===== src/rtl/ide_host_pio.sv =====
// PIO-mode IDE/ATA host initiator: turns single register requests into timed CS/DA/DIOR-/DIOW- bus cycles.
// Define IDE_HOST_IORDY_EN to honour IORDY wait states with a bounded timeout.
module ide_host_pio #(
    parameter int T_SETUP       = 3,
    parameter int T_ACTIVE      = 8,
    parameter int T_RECOVER     = 6,
    parameter int IORDY_TIMEOUT = 255
) (
    input  logic        clk,
    input  logic        rst,
    input  logic        req_valid,
    output logic        req_ready,
    input  logic        req_write,
    input  logic        req_cs3,
    input  logic [2:0]  req_addr,
    input  logic [15:0] req_wdata,
    output logic        rsp_valid,
    output logic [15:0] rsp_rdata,
    output logic        rsp_err,
    output logic        busy,
    output logic [2:0]  da,
    output logic        cs1fx_,
    output logic        cs3fx_,
    output logic        dior_,
    output logic        diow_,
    output logic [15:0] dd_out,
    output logic        dd_oe,
    input  logic [15:0] dd_in,
    input  logic        iordy_in,
    input  logic        intrq_in,
    output logic        irq
);

    // Counter reload values; a zero timing parameter behaves like one.
    localparam logic [7:0] SETUP_LOAD   = (T_SETUP < 1) ? 8'd0 : 8'(T_SETUP - 1);
    localparam logic [7:0] ACTIVE_LOAD  = (T_ACTIVE < 1) ? 8'd0 : 8'(T_ACTIVE - 1);
    localparam logic [7:0] RECOVER_LOAD = (T_RECOVER < 1) ? 8'd0 : 8'(T_RECOVER - 1);

    typedef enum logic [2:0] {
        IDLE    = 3'd0,
        SETUP   = 3'd1,
        ACTIVE  = 3'd2,
        HOLD    = 3'd3,
        RECOVER = 3'd4
    } state_t;

    state_t      state_r, state_s;
    logic [7:0]  cnt_r, cnt_s;
    logic        err_r, err_s;
    logic        write_r, cs3_r;
    logic [2:0]  addr_r;
    logic [15:0] wdata_r;
    logic        intrq_meta_r;
    logic        accept_s, wait_s, timeout_s, bus_on_s;
    logic        sel_write_s, sel_cs3_s;
    logic [2:0]  sel_addr_s;
    logic [15:0] sel_wdata_s;
    logic        req_ready_s, busy_s, rsp_valid_s, rsp_err_s;
    logic        cs1fx_s, cs3fx_s, dior_s, diow_s, dd_oe_s;
    logic [2:0]  da_s;
    logic [15:0] dd_out_s, rsp_rdata_s;

    assign accept_s = req_valid && req_ready;

`ifdef IDE_HOST_IORDY_EN
    localparam logic [7:0] EXT_MAX = 8'(IORDY_TIMEOUT);
    logic       iordy_meta_r, iordy_sync_r;
    logic [7:0] ext_cnt_r;

    // IORDY synchroniser and count of wait states already inserted
    always_ff @(posedge clk) begin
        if (rst) begin
            iordy_meta_r <= 1'b0;
            iordy_sync_r <= 1'b0;
            ext_cnt_r    <= 8'd0;
        end else begin
            iordy_meta_r <= iordy_in;
            iordy_sync_r <= iordy_meta_r;
            if (state_r != ACTIVE) begin
                ext_cnt_r <= 8'd0;
            end else if ((cnt_r == 8'd0) && wait_s) begin
                ext_cnt_r <= ext_cnt_r + 8'd1;
            end else begin
                ext_cnt_r <= ext_cnt_r;
            end
        end
    end

    assign wait_s    = !iordy_sync_r && (ext_cnt_r != EXT_MAX);
    assign timeout_s = !iordy_sync_r && (ext_cnt_r == EXT_MAX);
`else
    // IORDY is deliberately ignored in this build.
    logic [8:0] unused_iordy_s;
    assign unused_iordy_s = {iordy_in, 8'(IORDY_TIMEOUT)};
    assign wait_s         = 1'b0;
    assign timeout_s      = 1'b0;
`endif

    // Phase state, phase counter and the request captured at handshake
    always_ff @(posedge clk) begin
        if (rst) begin
            state_r <= IDLE;
            cnt_r   <= 8'd0;
            err_r   <= 1'b0;
            write_r <= 1'b0;
            cs3_r   <= 1'b0;
            addr_r  <= 3'd0;
            wdata_r <= 16'd0;
        end else begin
            state_r <= state_s;
            cnt_r   <= cnt_s;
            err_r   <= err_s;
            if (accept_s) begin
                write_r <= req_write;
                cs3_r   <= req_cs3;
                addr_r  <= req_addr;
                wdata_r <= req_wdata;
            end else begin
                write_r <= write_r;
                cs3_r   <= cs3_r;
                addr_r  <= addr_r;
                wdata_r <= wdata_r;
            end
        end
    end

    // Phase sequencing
    always_comb begin
        state_s = state_r;
        cnt_s   = cnt_r;
        err_s   = err_r;
        case (state_r)
            IDLE: begin
                if (accept_s) begin
                    state_s = SETUP;
                    cnt_s   = SETUP_LOAD;
                    err_s   = 1'b0;
                end else begin
                    state_s = IDLE;
                end
            end
            SETUP: begin
                if (cnt_r == 8'd0) begin
                    state_s = ACTIVE;
                    cnt_s   = ACTIVE_LOAD;
                end else begin
                    cnt_s = cnt_r - 8'd1;
                end
            end
            ACTIVE: begin
                if (cnt_r != 8'd0) begin
                    cnt_s = cnt_r - 8'd1;
                end else if (wait_s) begin
                    state_s = ACTIVE;
                end else begin
                    state_s = HOLD;
                    err_s   = timeout_s;
                end
            end
            HOLD: begin
                state_s = RECOVER;
                cnt_s   = RECOVER_LOAD;
            end
            RECOVER: begin
                if (cnt_r == 8'd0) begin
                    state_s = IDLE;
                end else begin
                    cnt_s = cnt_r - 8'd1;
                end
            end
            default: begin
                state_s = IDLE;
                cnt_s   = 8'd0;
            end
        endcase
    end

    // While idle the incoming request decides the first SETUP cycle's bus values.
    assign sel_write_s = (state_r == IDLE) ? req_write : write_r;
    assign sel_cs3_s   = (state_r == IDLE) ? req_cs3 : cs3_r;
    assign sel_addr_s  = (state_r == IDLE) ? req_addr : addr_r;
    assign sel_wdata_s = (state_r == IDLE) ? req_wdata : wdata_r;

    // Output values for the phase entered on the coming edge
    always_comb begin
        bus_on_s    = (state_s == SETUP) || (state_s == ACTIVE) || (state_s == HOLD);
        req_ready_s = (state_s == IDLE);
        busy_s      = (state_s != IDLE);
        rsp_valid_s = (state_r == HOLD);
        rsp_err_s   = (state_r == HOLD) && err_r;
        cs1fx_s     = !(bus_on_s && !sel_cs3_s);
        cs3fx_s     = !(bus_on_s && sel_cs3_s);
        dior_s      = !((state_s == ACTIVE) && !sel_write_s);
        diow_s      = !((state_s == ACTIVE) && sel_write_s);
        dd_oe_s     = bus_on_s && sel_write_s;
        if (bus_on_s) begin
            da_s = sel_addr_s;
        end else begin
            da_s = da;
        end
        if (bus_on_s && sel_write_s) begin
            dd_out_s = sel_wdata_s;
        end else begin
            dd_out_s = dd_out;
        end
        if ((state_r == ACTIVE) && (state_s == HOLD) && !write_r) begin
            rsp_rdata_s = dd_in;
        end else begin
            rsp_rdata_s = rsp_rdata;
        end
    end

    // Output registers and interrupt synchroniser
    always_ff @(posedge clk) begin
        if (rst) begin
            req_ready    <= 1'b0;
            busy         <= 1'b0;
            rsp_valid    <= 1'b0;
            rsp_err      <= 1'b0;
            rsp_rdata    <= 16'd0;
            da           <= 3'd0;
            cs1fx_       <= 1'b1;
            cs3fx_       <= 1'b1;
            dior_        <= 1'b1;
            diow_        <= 1'b1;
            dd_oe        <= 1'b0;
            dd_out       <= 16'd0;
            intrq_meta_r <= 1'b0;
            irq          <= 1'b0;
        end else begin
            req_ready    <= req_ready_s;
            busy         <= busy_s;
            rsp_valid    <= rsp_valid_s;
            rsp_err      <= rsp_err_s;
            rsp_rdata    <= rsp_rdata_s;
            da           <= da_s;
            cs1fx_       <= cs1fx_s;
            cs3fx_       <= cs3fx_s;
            dior_        <= dior_s;
            diow_        <= diow_s;
            dd_oe        <= dd_oe_s;
            dd_out       <= dd_out_s;
            intrq_meta_r <= intrq_in;
            irq          <= intrq_meta_r;
        end
    end

endmodule

===== config.mk =====
export PLATFORM = sky130hd
export DESIGN_NAME = ide_host_pio
export DESIGN_NICKNAME = d
export VERILOG_FILES = /design/src/rtl/ide_host_pio.sv
export SDC_FILE = /design/constraint.sdc
export NUM_CORES = 1
export LEC_CHECK = 0
export CAP_MARGIN = 20
export CORE_MARGIN = 2
export CORE_UTILIZATION = 44
export DETAILED_ROUTE_END_ITERATION = 8
export GPL_ROUTABILITY_DRIVEN = 0
export PLACE_DENSITY = 0.72
export RECOVER_POWER = 50
export SYNTH_ARGS = -nofsm -noshare
export SYNTH_HDL_FRONTEND = slang
export SYNTH_SLANG_ARGS = --single-unit

===== constraint.sdc =====
create_clock -name clk -period 1.7 [get_ports clk]
set_clock_uncertainty 0.1 [all_clocks]
set_input_delay 0.34 -clock clk [delete_from_list [all_inputs] [get_ports clk]]
set_output_delay 0.34 -clock clk [all_outputs]
set_load 0.03 [all_outputs]

## Word-level counts from Yosys, hierarchy flattened

Index checks and enable logic that the tools add are counted.

- Register bits after elaboration: 79

- Mux-type cells: 17
- Add/sub/neg operators: 1
- Reduce and logical (&&, ||, !) cells: 26
- Equality and inequality tests: 11

Operator list:

| kind | count |
|---|---|
| $pmux W8 S5 | 1 |
| $mux W8 | 4 |
| $mux W16 | 1 |
| $pmux W3 S5 | 1 |
| $eq A3 B2 Y1 const B | 4 |
| $mux W3 | 4 |
| $logic_and A1 B1 Y1 | 9 |
| $logic_not A8 Y1 | 1 |
| $ne A2 B2 Y1 const B | 4 |
| $reduce_bool A8 Y1 | 1 |
| $sub A8 B1 Y8 const B | 1 |
| $logic_not A1 Y1 | 7 |
| $eq A3 B1 Y1 const B | 2 |
| $logic_not A3 Y1 | 2 |
| $reduce_and A3 Y1 | 2 |
| $mux W1 | 5 |
| $eq A3 B3 Y1 const B | 1 |
| $reduce_bool A3 Y1 | 1 |
| $logic_or A1 B1 Y1 | 2 |
| $pmux W1 S2 | 1 |
| $reduce_bool A2 Y1 | 1 |

## Longest topological paths before layout

Gate-level depths: netlist of run 1.

- Word-level depth: 8
- Gate-level depth with buffers: 7
- Mapped depth without buffers: 6

## Worst setup path after synthesis of run 1

OpenSTA, ideal clock, no wires.

- Kind: reg-to-reg
- From: register cnt_r[0]
- To: register rsp_rdata[6]
- Data arrival time: 1.649 ns
- Setup time: 0.128 ns
- Path buffers: 1
- Cell stages (with the launch flop): 8
- Setup slack: -0.176 ns
- Period minus slack after synthesis: 1.876 ns
- Path through: dfxtp_1 inv_1 ha_1 nor3b_2 nand3_2 buf_2 mux2i_1 nor2_1

- Longest elaborated chain between the ends: 6

RTL lines:

| element | line | RTL |
|---|---|---|
| start: declaration | 48 | `logic [7:0] cnt_r, cnt_s;` |
| start signal: assignment | 111 | `cnt_r <= cnt_s;` |
| $logic_not A8 Y1 or $reduce_bool A8 Y1 (tied branches) | 143, 165, 151 |  |
| $mux W3 (on tied branches) | 165, 143, 151 |  |
| $pmux W3 S5 * | 132 | `case (state_r)` |
| $eq A3 B2 Y1 * | 206 | `if ((state_r == ACTIVE) && (state_s == HOLD) && !write_r) begin` |
| $logic_and A1 B1 Y1 * (2 in series) | 206 |  |
| end signal: assignment | 235 | `rsp_rdata <= rsp_rdata_s;` |
| end: declaration | 18 | `output logic [15:0] rsp_rdata,` |

Mark *: on every way between the ends. The rest lies on a longest branch, timed or not.
A chain may end at the register's enable or synchronous reset.

## Final worst setup path of run 1

- From: register state_r[1]
- To: register dd_out[11]

- Longest elaborated chain between the ends: 6

RTL lines:

| element | line | RTL |
|---|---|---|
| start: declaration | 47 | `state_t state_r, state_s;` |
| start signal: assignment | 110 | `state_r <= state_s;` |
| $eq A3 B3 Y1, or another cell as far along | 132 |  |
| $pmux W3 S5 | 132 |  |
| $eq A3 B1 Y1 or $eq A3 B2 Y1 (tied branches) | 186 | `bus_on_s = (state_s == SETUP) \|\| (state_s == ACTIVE) \|\| (state_s == HOLD);` |
| $logic_or A1 B1 Y1 (2 in series) | 186 |  |
| $logic_and A1 B1 Y1 | 201 | `if (bus_on_s && sel_write_s) begin` |
| end signal: assignment | 242 | `dd_out <= dd_out_s;` |
| end: declaration | 26 | `output logic [15:0] dd_out,` |

Parallel ways exist; a longest one is shown, timed or not.

==> run summary, run 1 <==
The internal portion of the total power is about 6 mW. The number of design-rule violations left by the first detailed-router iteration came out at 136. The wire length per cell after detailed routing is 16.0 µm. The leakage power total came out at about 2.3 nW. The share of Yosys cell area claimed by the top area cell type is 0.460. The type of origin of the critical path is a flop.

The setup violation total in the final timing report is 41. The worst register-to-register path begins at state_r[1]$_SDFF_PP0_. The max capacitance violation total is 0. The floorplan has 31 rows. For this run, design rule violations remaining after detail routing come to 0.

For this run, the leading register cell type out of synthesis is dfxtp_1. Counting flops and latches in the post-synthesis netlist gives 77. The worst-case reg-to-reg path depth came out at 6. Clock tree synthesis found a total of 77 sinks.

The library cell used most frequently in the layout, excluding fill and tap cells, is dfxtp_1. Counting along the longest clock path gives a buffer depth of 2. In this run the power density over the cells is 1910 nW/µm². The top cell types in the final layout, fill and taps aside, are dfxtp_1 (68), nand2_1 (46), dlygate4sd2_1 (46), buf_4 (45), clkdlybuf4s50_1 (37). The internal reg-to-reg setup slack came out at -0.22 ns. The largest total area in the synthesized netlist belongs to dfxtp_1.

After global routing, the most crowded layer is met2. The path with the worst hold slack has its endpoint at dd_oe$_SDFF_PP0_. Of the synthesized area, sequential elements account for 0.460. Hold repair after CTS inserted 0 buffers.

The maximum operating frequency is ~520 MHz. The largest voltage drop on the vdd net came out at 0.962 mV. The critical hold path startpoint is rst.

The synthesized netlist occupies a cell area of 3350 µm². The final reports fail on negative setup slack. The die width came out at ~91 µm. The final period utilization came out at 1.13. The pin count of the biggest net entering global routing came out at between 40 and 50. The residual antenna-violating net count after detailed routing came out at 0. 87 I/O pins were placed. The region available for standard cell placement spans ~7300 µm².

The total track usage is 0.229. The total count of max-transition violations in the final report is 0. The clock tree synthesis step divided the H-tree into 3 levels. The average footprint of a synthesized cell came out at 9.29 µm². For this run, global-route usage on met1 was measured as 0.288. The initial utilization of the core area, before any placement, comes to 0.457.

The count of buffers inserted at the top-level ports came out at between 80 and 90. The hold violation count in the final report was 0. The number of different library cells used by synthesis comes to 46. The synthesis warning total came out at 0. The relative contribution of the clock network to total power came out at 0.134.

Synthesis produced a netlist with a net count of just over 400. The fraction of met2 tracks used by global routing is 0.388. After the last flow step, the layout net total stands at about 550. The clock latency of the later-clocked register in the worst-skew pair is 0.34 ns.

The number of global-route vias before repair came to between 3,000 and 4,000. The maximum fanout along the worst path is 8. The kind of end point of the critical path is a flop. The final global-route overflow total came out at 0. The post-route worst hold slack came out at about 0.21 ns. For the worst setup path, the data arrival time is 2.05 ns. The number of synthesized flops with an enable pin is 0. The die is 91.3 µm tall.

TritonCTS built the clock tree. The net switching component of the power is roughly 4.1 mW. From synthesis to final layout, the design area changed by 59.0%. TritonCTS created 9 clock buffers. The final layout contains routed wiring with a total length of roughly 9700 µm. The tree is rooted in a clkbuf_8. The clock period minus final worst setup slack is 1.92 ns. The first global-routing pass estimated around 15,000 µm of wire. The type of the tightest min-delay check is input port to flop. The worst hold path was traced through 2 stages. The clock transition time at the flip-flop clock pins of the worst setup and hold paths came out at 0.08 ns. The initial antenna violation count came out at 0. Once routing completed, OpenROAD measured the worst setup slack at -0.221 ns. The met3 global-route usage is 0.0415. The net switching fraction of the power is 0.406. The total vias in the final route came out at around 3,200. The critical path in this run is classified as flop to flop. The async set or reset register ratio after synthesis came out at 0. The first-pass iteration count of the detailed router is 4. The layout cell share with drive strength beyond 1 is 0.330. Setup repair after global routing could not meet its margin everywhere. After filler insertion, the fill cell instance count of the layout stands at around 500. The via density per instance came out at roughly 5.3. The HPWL reported at the end of detailed placement is between 5000 and 6000 µm. After technology mapping, the gate count stands at roughly 360. The flow ran to the end, but the final reports show violations. In this run the critical register-to-register path is captured at dd_out[11]$_SDFFE_PP0P_.

The share of total power dissipated in combinational logic is 0.613. The number of antenna diodes in the final layout is 0. The fraction of power consumed by sequential logic is 0.253. Yosys attributes the largest share of cell area to dfxtp_1 (46%), mux2i_1 (11%), a211oi_2 (5.6%). The worst endpoint required time is between 1.5 and 2 ns. The die covers approximately 8300 µm². Overall power consumption after layout is estimated at ~10 mW.
## what timing repair did
action | in CTS | in global routing
pin swaps | 27 | 32
cloned | 3 | 1
setup buffers | 15 | 10
resized for setup | 93 | 42
setup endpoints to repair | 90 | 48
## power by group through the flow
stage          sequential (mW)  combinational (mW)  clock (mW)
2_1_floorplan             3.06                2.50           0
3_3_place_gp              2.56                4.79           0
3_5_place_dp              2.56                4.87           0
4_1_cts                   2.54                5.52        1.40
5_1_grt                   2.62                6.61        1.48
6_report                  2.57                6.24        1.36
## synth_stat cells, types with 2 or more instances
| cell | instances |
|---|---|
| a211oi_1 | 11 |
| buf_4 | 2 |
| nor3_1 | 3 |
| nand2_1 | 48 |
| buf_1 | 3 |
| o31ai_1 | 3 |
| a2111oi_0 | 2 |
| or3b_2 | 3 |
| nand3_1 | 2 |
| buf_6 | 4 |
| o21ai_0 | 12 |
| xnor2_1 | 2 |
| mux2i_1 | 38 |
| a21oi_1 | 28 |
| nand2b_1 | 3 |
| nor2_1 | 42 |
| a211oi_2 | 15 |
| nor2b_1 | 7 |
| inv_1 | 3 |
| or3_1 | 2 |
| nor4_1 | 4 |
| buf_2 | 3 |
| or4_1 | 5 |
| a21o_1 | 4 |
| o21bai_1 | 2 |
| clkbuf_1 | 14 |
| dfxtp_1 | 77 |
## cell families (layout without fill, tap and decap cells)
family | count (synthesis) | in the layout | synth area share
xor+xnor | 3 | 3 | 0.00784
simple gates | 128 | 128 | 0.182
compound gates | 84 | 84 | 0.187
flops | 77 | 77 | 0.460
other cells | 1 | 1 | 0.00112
buf+inv | 29 | 174 | 0.0448
mux | 38 | 38 | 0.113
fa+ha+maj | 1 | 1 | 0.00373
## layout make-up
type,count,area [µm²],area share
flip-flops and latches,77,1560,0.293
clock buffers,11,141,0.0265
inverters,3,11.3,0.00211
well taps,99,124,0.0232
repair buffers,156,1510,0.282
clock inverters,4,48.8,0.00916
multi-input cells,255,1940,0.364
## registers in the layout (all words and copies together) (netlist names), 3 cells and up
| signal | count |
|---|---|
| rsp_rdata | 16 |
| da | 3 |
| addr_r | 3 |
| state_r | 3 |
| cnt_r | 8 |
| wdata_r | 16 |
| dd_out | 16 |
## layer usage
layer,wire (µm),part of all wire,vias to the layer above
li1,-,-,1549
met1,4230,0.44,1553
met2,4970,0.51,69
met3,310,0.032,16
met4,175,0.018,0
met5,0,0,-
## how the worst max path moves through the flow
stage / slack [ns] / endpoint / startpoint / depth (start not counted)
after CTS: -0.18 / dd_out[4]$_SDFFE_PP0P_ / state_r[2]$_SDFF_PP0_ / 6
after detailed placement: -0.58 / dd_out[7]$_SDFFE_PP0P_ / req_write / 6
after global placement: -0.55 / dd_out[8]$_SDFFE_PP0P_ / req_write / 6
after global routing: -0.24 / dd_out[11]$_SDFFE_PP0P_ / state_r[1]$_SDFF_PP0_ / 6
after floorplan: -0.15 / dd_out[3]$_SDFFE_PP0P_ / state_r[1]$_SDFF_PP0_ / 6
final: -0.22 / dd_out[11]$_SDFFE_PP0P_ / state_r[1]$_SDFF_PP0_ / 6
## through the flow
stage	setup TNS, ns	util	worst slack, ns	instance area, µm²	instances
floorplan	-2.27	-	-0.152	3430	361
global placement	-13.53	0.635	-0.545	4660	565
detailed placement	-15.14	0.635	-0.576	4660	565
CTS	-3.46	0.702	-0.178	5140	598
global route	-6.83	0.727	-0.238	5330	605
finish	-4.50	0.727	-0.221	5330	605
## critical path, stage by stage, from the launching register on
cell and delay, ns:
dfxtp_4 0.37, or4b_4 0.56, a211oi_4 0.26, buf_4 0.17, buf_6 0.12, clkbuf_16 0.16
a211oi_2 0.06
Note: power is estimated with default switching activity, not from simulation.
==> inputs of run 2 (changes only) <==
- CELL_PAD_IN_SITES_DETAIL_PLACEMENT: not set -> 2
- CELL_PAD_IN_SITES_GLOBAL_PLACEMENT: not set -> 2
- CORE_UTILIZATION: 44 -> 27
- CTS_BUF_LIST: not set -> sky130_fd_sc_hd__clkbuf_2
- PLACE_DENSITY: 0.72 -> 0.74
==> run summary, run 2 (synthesis results as in run 1) <==
In this design, the stage delay of the slowest critical-path cell is approximately 0.42 ns. The routed layout has 3,439 vias. STA puts the critical path data required time at about 2.1 ns.

The layout cell share with drive strength beyond 1 is 0.465. The final period utilization came out at 1.18. The hold violation count in the final report came to 0. The max capacitance violation total is 0.

The kind of cell adding the most delay to the critical path is compound AO/OA/AOI/OAI gates. The number of remaining DRC errors came out at 0. The analysis attributes to cell leakage a power of roughly 2.3 nW. The library cell used most frequently in the layout, excluding fill and tap cells, is dfxtp_1. In this design, the critical path's most frequently occurring cell is buf_6. The maximum clock insertion buffer count is 2.

Walking the worst path, the cells encountered are buf_4 > buf_6 > or3b_4 > a211oi_4 > buf_6 > o21ai_2 > a21oi_1. For this configuration, the core starts out at a cell density of 0.278. The clock period minus final worst setup slack is about 2 ns.

The setup violation total in the final timing report came out at about 50. Entering global routing, the biggest net connects 37 pins. The final reports fail on negative setup slack. For the worst-skew pair, the clock arrives at the later sink with an insertion delay of ~0.57 ns.

The area of the die is between 10,000 and 15,000 µm². The boundary pin count came out at 87. The first-pass iteration count of the detailed router is 4. Leaving out fill and tap cells, the most frequent cells in the layout are dfxtp_1 (56), buf_4 (52), nand2_1 (47), buf_2 (43), clkdlybuf4s50_1 (39). The count of buffers inserted at the top-level ports came out at 84. The maximum fanout along the worst path came out at 5. The CTS buffer count came out at 9. At the pin with the least slew margin, the transition time is around 0.56 ns. The cell count along the critical path is 7. The final net count is between 500 and 600. After layout, the worst setup slack is -0.306 ns.

The post-route worst hold slack came out at 0.153 ns. The detailed router put a total of approximately 6000 µm of wire on met1. The path class of the tightest hold or removal check is input port to flop. The number of global-route vias before repair was approximately 3,800. The via density per instance is between 5 and 6. The buffering stage count on the worst path with inverters included came out at 3. The signal arrival time at the worst endpoint is between 2 and 2.5 ns. The critical path ends at cnt_r[3]$_SDFFE_PP0P_. The sum of negative setup slack came out at -6.55 ns. The clock net in this run drives a total of 77 sinks. The wire length per cell after detailed routing came out at 22.1 µm. The H-tree was split into 3 levels.

By startpoint and endpoint, the worst setup path is classified as flop to flop. The worst slack at placement is -0.670 ns. The maximum operating frequency came out at between 400 and 500 MHz. The worst-case reg-to-reg path depth is 7. The height of the die is 115 µm. The total routed wirelength is 15,200 µm.

The final global-route overflow total came out at 0. The residual antenna-violating net count after detailed routing is 0. The tree is rooted in a clkbuf_2. The clock transition time at the flip-flop clock pins of the worst setup and hold paths is between 0.2 and 0.3 ns. The worst setup path is captured at a flop. The count of fill cells added during filler insertion came out at approximately 1,300. The hold buffer count at cts came out at 0.

The internal reg-to-reg setup slack came out at -0.31 ns. The wire length on met3 is 636 µm. The instance count after placement with tap cells included is between 600 and 700.

TritonCTS built the clock tree. The type of origin of the critical path is a flop. Routed signal wires occupy layers up through met4. The relative slew slack is 0.624.

The largest registers in the layout are dd_out (16), rsp_rdata (16), wdata_r (16). In this run the power density over the cells is between 2000 and 2500 nW/µm². The floorplan row count came out at 40. The flow ran to the end, but the final reports show violations. The total track usage is 0.202. The HPWL reported at the end of detailed placement is slightly below 8000 µm. The die width came out at around 120 µm. The endpoint identified for the worst register-to-register timing path is cnt_r[3]$_SDFFE_PP0P_. The largest voltage drop on the vdd net is around 0.57 mV. Summing internal, switching and leakage power gives 10.8 mW. The post-layout instance count excluding filler cells is approximately 690.

The critical path starts at state_r[1]$_SDFF_PP0_. The number of design-rule violations left by the first detailed-router iteration came out at ~160. The initial antenna violation count is 1. The first global-routing pass estimated between 20,000 and 25,000 µm of wire. On the critical path, the stage with the largest delay is an instance of dfxtp_4. The core region is between 10,000 and 15,000 µm².

From synthesis to final layout, the design area changed by 59.2%. The startpoint identified for the worst register-to-register timing path is state_r[1]$_SDFF_PP0_. Summed over all nets, wire length on met2 after detailed routing comes to about 8000 µm.

The total count of max-transition violations in the final report is 0. Setup repair after global routing could not meet its margin everywhere.
run 2: cell types whose count changed in the layout (fill, tap and decap cells not counted), moves of 3 or more:
cell and delta:
dfxtp_2 +10, buf_2 +42, nor2_2 +3, buf_4 +7
a211oi_1 -4, a211oi_2 +4, buf_6 +3, dfxtp_1 -12
clkbuf_8 -10, dlygate4sd2_1 -46, clkbuf_2 +11
run 2: cell type report:
type,instances,area (µm²),area share
repair buffers,167,1430,0.269
clock inverters,7,65.1,0.0122
multi-input cells,255,1990,0.373
diodes,1,2.50,0.000469
inverters,3,11.3,0.00211
well taps,168,210,0.0394
clock buffers,9,45.0,0.00844
flip-flops and latches,77,1580,0.296
run 2: how the worst min path moves through the flow:
| stage | depth (start not counted) | start | to | slack, ns |
|---|---|---|---|---|
| final | 3 | rst | state_r[1]$_SDFF_PP0_ | 0.15 |
| after global routing | 3 | rst | da[2]$_SDFFE_PP0P_ | 0.14 |
| after CTS | 3 | rst | dd_out[13]$_SDFFE_PP0P_ | 0.11 |
| after detailed placement | 1 | intrq_meta_r$_SDFF_PP0_ | irq$_SDFF_PP0_ | 0.34 |
| after global placement | 1 | intrq_meta_r$_SDFF_PP0_ | irq$_SDFF_PP0_ | 0.32 |
| after floorplan | 1 | intrq_meta_r$_SDFF_PP0_ | irq$_SDFF_PP0_ | 0.31 |
run 2: routing by layer:
layer / track usage / up-vias
li1: - / 1580
met1: 0.235 / 1709
met2: 0.367 / 109
met3: 0.0450 / 41
met4: 0.0659 / 0
met5: 0 / -
run 2: tightest hold or removal path, stage by stage:
cell and delay (ns):
buf_2 0.18, buf_12 0.24, a211oi_2 0.06
run 2: report_power, final:
part           internal (mW)  switching [mW]  leakage (nW)
Clock                  0.335           0.746        0.0711
Sequential              2.29           0.392         0.638
Combinational           3.26            3.79          1.59
Total                   5.89            4.93          2.30
run 2: timing repair:
action | in CTS | in global routing
setup buffers | 16 | 13
pin swaps | 21 | 22
resized for setup | 271 | 64
cloned | 1 | 2
setup endpoints to repair | 97 | 67
run 2: through the flow:
| step | util | instance area (µm²) |
|---|---|---|
| 2_1_floorplan | - | 3430 |
| 3_3_place_gp | 0.396 | 4770 |
| 3_5_place_dp | 0.396 | 4770 |
| 4_1_cts | 0.422 | 5080 |
| 5_1_grt | 0.442 | 5340 |
| 6_report | 0.442 | 5340 |
==> inputs of run 3 (changes only) <==
- CAP_MARGIN: 20 -> 10
- PLACE_DENSITY: 0.74 -> not set
- PLACE_DENSITY_LB_ADDON: not set -> 0.1
==> run summary, run 3 (synthesis results as in run 1) <==
The flow ran to the end, but the final reports show violations. The checks that failed: negative setup slack. The largest incremental delay on the critical path came out at about 0.42 ns.

Max-cap violations in this run came to 0. Across all register-to-register paths, the minimum setup slack is -0.32 ns. The maximum fanout along the worst path is 5. The HPWL reported at the end of detailed placement came out at around 7700 µm. The most critical setup path has its startpoint at state_r[1]$_SDFF_PP0_.

The worst setup margin is -0.320 ns. The final period utilization came out at 1.19. The instance count after placement with tap cells included came out at between 600 and 700.

The number of design-rule violations left by the first detailed-router iteration is 86. The tree is rooted in a clkbuf_2. The signed area change from the synthesized netlist to the final layout came out at 62.1%. The post-layout instance count excluding filler cells came out at between 600 and 700.

IR analysis of the VDD net gives a maximum drop of slightly below 0.6 mV. The CTS tree is built. The placed cell area is between 4000 and 5000 µm². The initial antenna violation count was 1. The critical path start-end classification is flop to flop. For the worst flop-to-flop path, the logic depth is 7. The maximum operating frequency came out at 495 MHz.

The total count of max-transition violations in the final report is 0. The total design power came out at approximately 11 mW. The worst endpoint required time is approximately 2.1 ns. In this run the worst setup path terminates at cnt_r[1]$_SDFFE_PP0P_.

Clock latency on the worst-skew pair, taken at its later pin, is roughly 0.57 ns. The share of total power dissipated in sequential elements is 0.243. After floorplanning, the core was sized to cover about 12,000 µm². The kind of end point of the critical path is a flop. After global routing the overflow that remains totals 0. The share of total power dissipated in the clock network is 0.110.

The hold buffer count at cts is 0. The area of all placed cells without fillers came out at approximately 5400 µm². In this run the worst hold path is classified as input port to flop.

The net switching component of the power came out at approximately 4.7 mW. Setup violations remaining at the end of the flow were counted as slightly above 50. The detailed-route wire length on metal 1 came out at 5720 µm. The TritonCTS sink count came out at 77. The die is 115 µm tall. The clock transition time at the flip-flop clock pins of the worst setup and hold paths came out at 0.23 ns. The first-pass iteration count of the detailed router is 4. Among the stages of the critical path, the cell type that occurs most often is buf_6.

Setup repair after global routing could not meet its margin everywhere. The net switching fraction of the power is 0.434. Leaving out fill and tap cells, the most frequent cells in the layout are dfxtp_1 (56), buf_4 (54), nand2_1 (46), clkdlybuf4s50_1 (39), buf_2 (34).

The worst setup path is launched from a flop. The area of the die came out at between 10,000 and 15,000 µm². In the routed design, unresolved DRC markers number 0.

The clock period minus final worst setup slack is approximately 2 ns. The hold violation count in the final report is 0. The fraction of power consumed by combinational cells is 0.647. At the end of the flow, the number of nets in the layout was around 560. The relative slew slack is 0.524.

The wire length on met3 came out at ~700 µm. The maximum clock insertion buffer count is 2. The first global-routing pass estimated approximately 20,000 µm of wire.

The sum of negative setup slack is -6.25 ns. The post-route worst hold slack came out at roughly 0.13 ns. The initial standard-cell utilization of the core came out at 0.278. The count of buffers inserted at the top-level ports is 84. The number of global-route vias before repair was roughly 3,600.

Data on the critical path arrives at its endpoint at 2.42 ns. The library cell used most frequently in the layout, excluding fill and tap cells, is dfxtp_1. In this run the top signal layer used is met4.

The endpoint identified for the worst register-to-register timing path is cnt_r[1]$_SDFFE_PP0P_. The die width came out at between 100 and 150 µm. The total vias in the final route came out at about 3,400. The total internal power came out at slightly above 6 mW. The pin count of the biggest net entering global routing is 28.

Of the cells placed in the final design, the portion with a size suffix greater than 1 is 0.477. The H-tree was split into 3 levels. The worst register-to-register path begins at state_r[1]$_SDFF_PP0_. In the final layout, the registers with the most flip-flops are dd_out (16), rsp_rdata (16), wdata_r (16). The boundary pin count is 87. The power per cell area is around 2000 nW/µm².

The detail route stage leaves a number of antenna-violating nets equal to 0. The via density per instance is 4.87. The routed design has 13,700 µm of wire. Walking the worst path, the cells encountered are buf_6 > buf_6 > or3b_4 > buf_6 > nor2_1 > o21ai_0 > a31oi_1. The CTS buffer count came out at 9. The total track usage came out at 0.192. The total met2 wirelength after detailed routing is 6940 µm. The leakage power total came out at about 2.3 nW. The transition time at the pin with the least slew margin came out at approximately 0.71 ns. The wire length per cell after detailed routing is 19.8 µm. The floorplan has 40 rows. The cell with the largest stage delay on the worst path is or3b_4.
run 3: cell count changes in the layout (fill, tap and decap cells not counted), sizes merged:
cell      delta
clkbuf       +8
clkinvlp     +1
clkinv       -2
bufinv       +1
buf          -2
run 3: critical path: cells and delay by family (launching register included):
| kind | cells | cell delay (ns) |
|---|---|---|
| flip-flops | 1 | 0.40 |
| buffers and inverters | 3 | 0.40 |
| AND/OR/NAND/NOR | 2 | 0.61 |
| AO/OA/AOI/OAI | 2 | 0.45 |
run 3: routing by layer:
metal | vias up | GRT usage
met3 | 19 | 0.0486
li1 | 1594 | -
met1 | 1681 | 0.233
met2 | 84 | 0.327
met4 | 0 | 0.0755
met5 | - | 0
run 3: through the flow:
step / setup WS (ns) / utilization
after floorplan: -0.152 / -
after global placement: -0.599 / 0.392
after detailed placement: -0.721 / 0.392
after CTS: -0.249 / 0.430
after global routing: -0.412 / 0.451
final: -0.320 / 0.451
run 3: what timing repair did:
action | CTS | global route
pin swaps | 36 | 21
endpoints found under the setup margin | 95 | 63
resized for setup | 296 | 60
setup buffers | 24 | 15
gates cloned | 3 | 1
run 3: area by class of cell:
cell class | count | area (µm²)
Antenna cell | 1 | 2.50
Timing Repair Buffer | 173 | 1500
Clock buffer | 9 | 45.0
Clock inverter | 7 | 88.8
Fill cell | 1302 | 6630
Sequential cell | 77 | 1580
Multi-Input combinational cell | 255 | 2000
Tap cell | 168 | 210
Inverter | 3 | 11.3
run 3: how the worst min path moves through the flow:
stage / startpoint / end / slack, ns / depth (start not counted)
after global routing: rst / dd_oe$_SDFF_PP0_ / 0.1 / 2
final: rst / dd_oe$_SDFF_PP0_ / 0.13 / 2
after detailed placement: wdata_r[5]$_SDFFE_PP0P_ / wdata_r[5]$_SDFFE_PP0P_ / 0.35 / 2
after global placement: intrq_meta_r$_SDFF_PP0_ / irq$_SDFF_PP0_ / 0.32 / 1
after floorplan: intrq_meta_r$_SDFF_PP0_ / irq$_SDFF_PP0_ / 0.31 / 1
after CTS: rst / cnt_r[1]$_SDFFE_PP0P_ / 0.04 / 2
run 3: power by group through the flow:
stage / logic (mW) / registers (mW) / clock network, mW
after CTS: 6.15 / 2.58 / 1.24
after detailed placement: 5.00 / 2.59 / 0
after global routing: 7.39 / 2.67 / 1.31
final: 6.97 / 2.61 / 1.19
after floorplan: 2.50 / 3.06 / 0
after global placement: 4.87 / 2.56 / 0
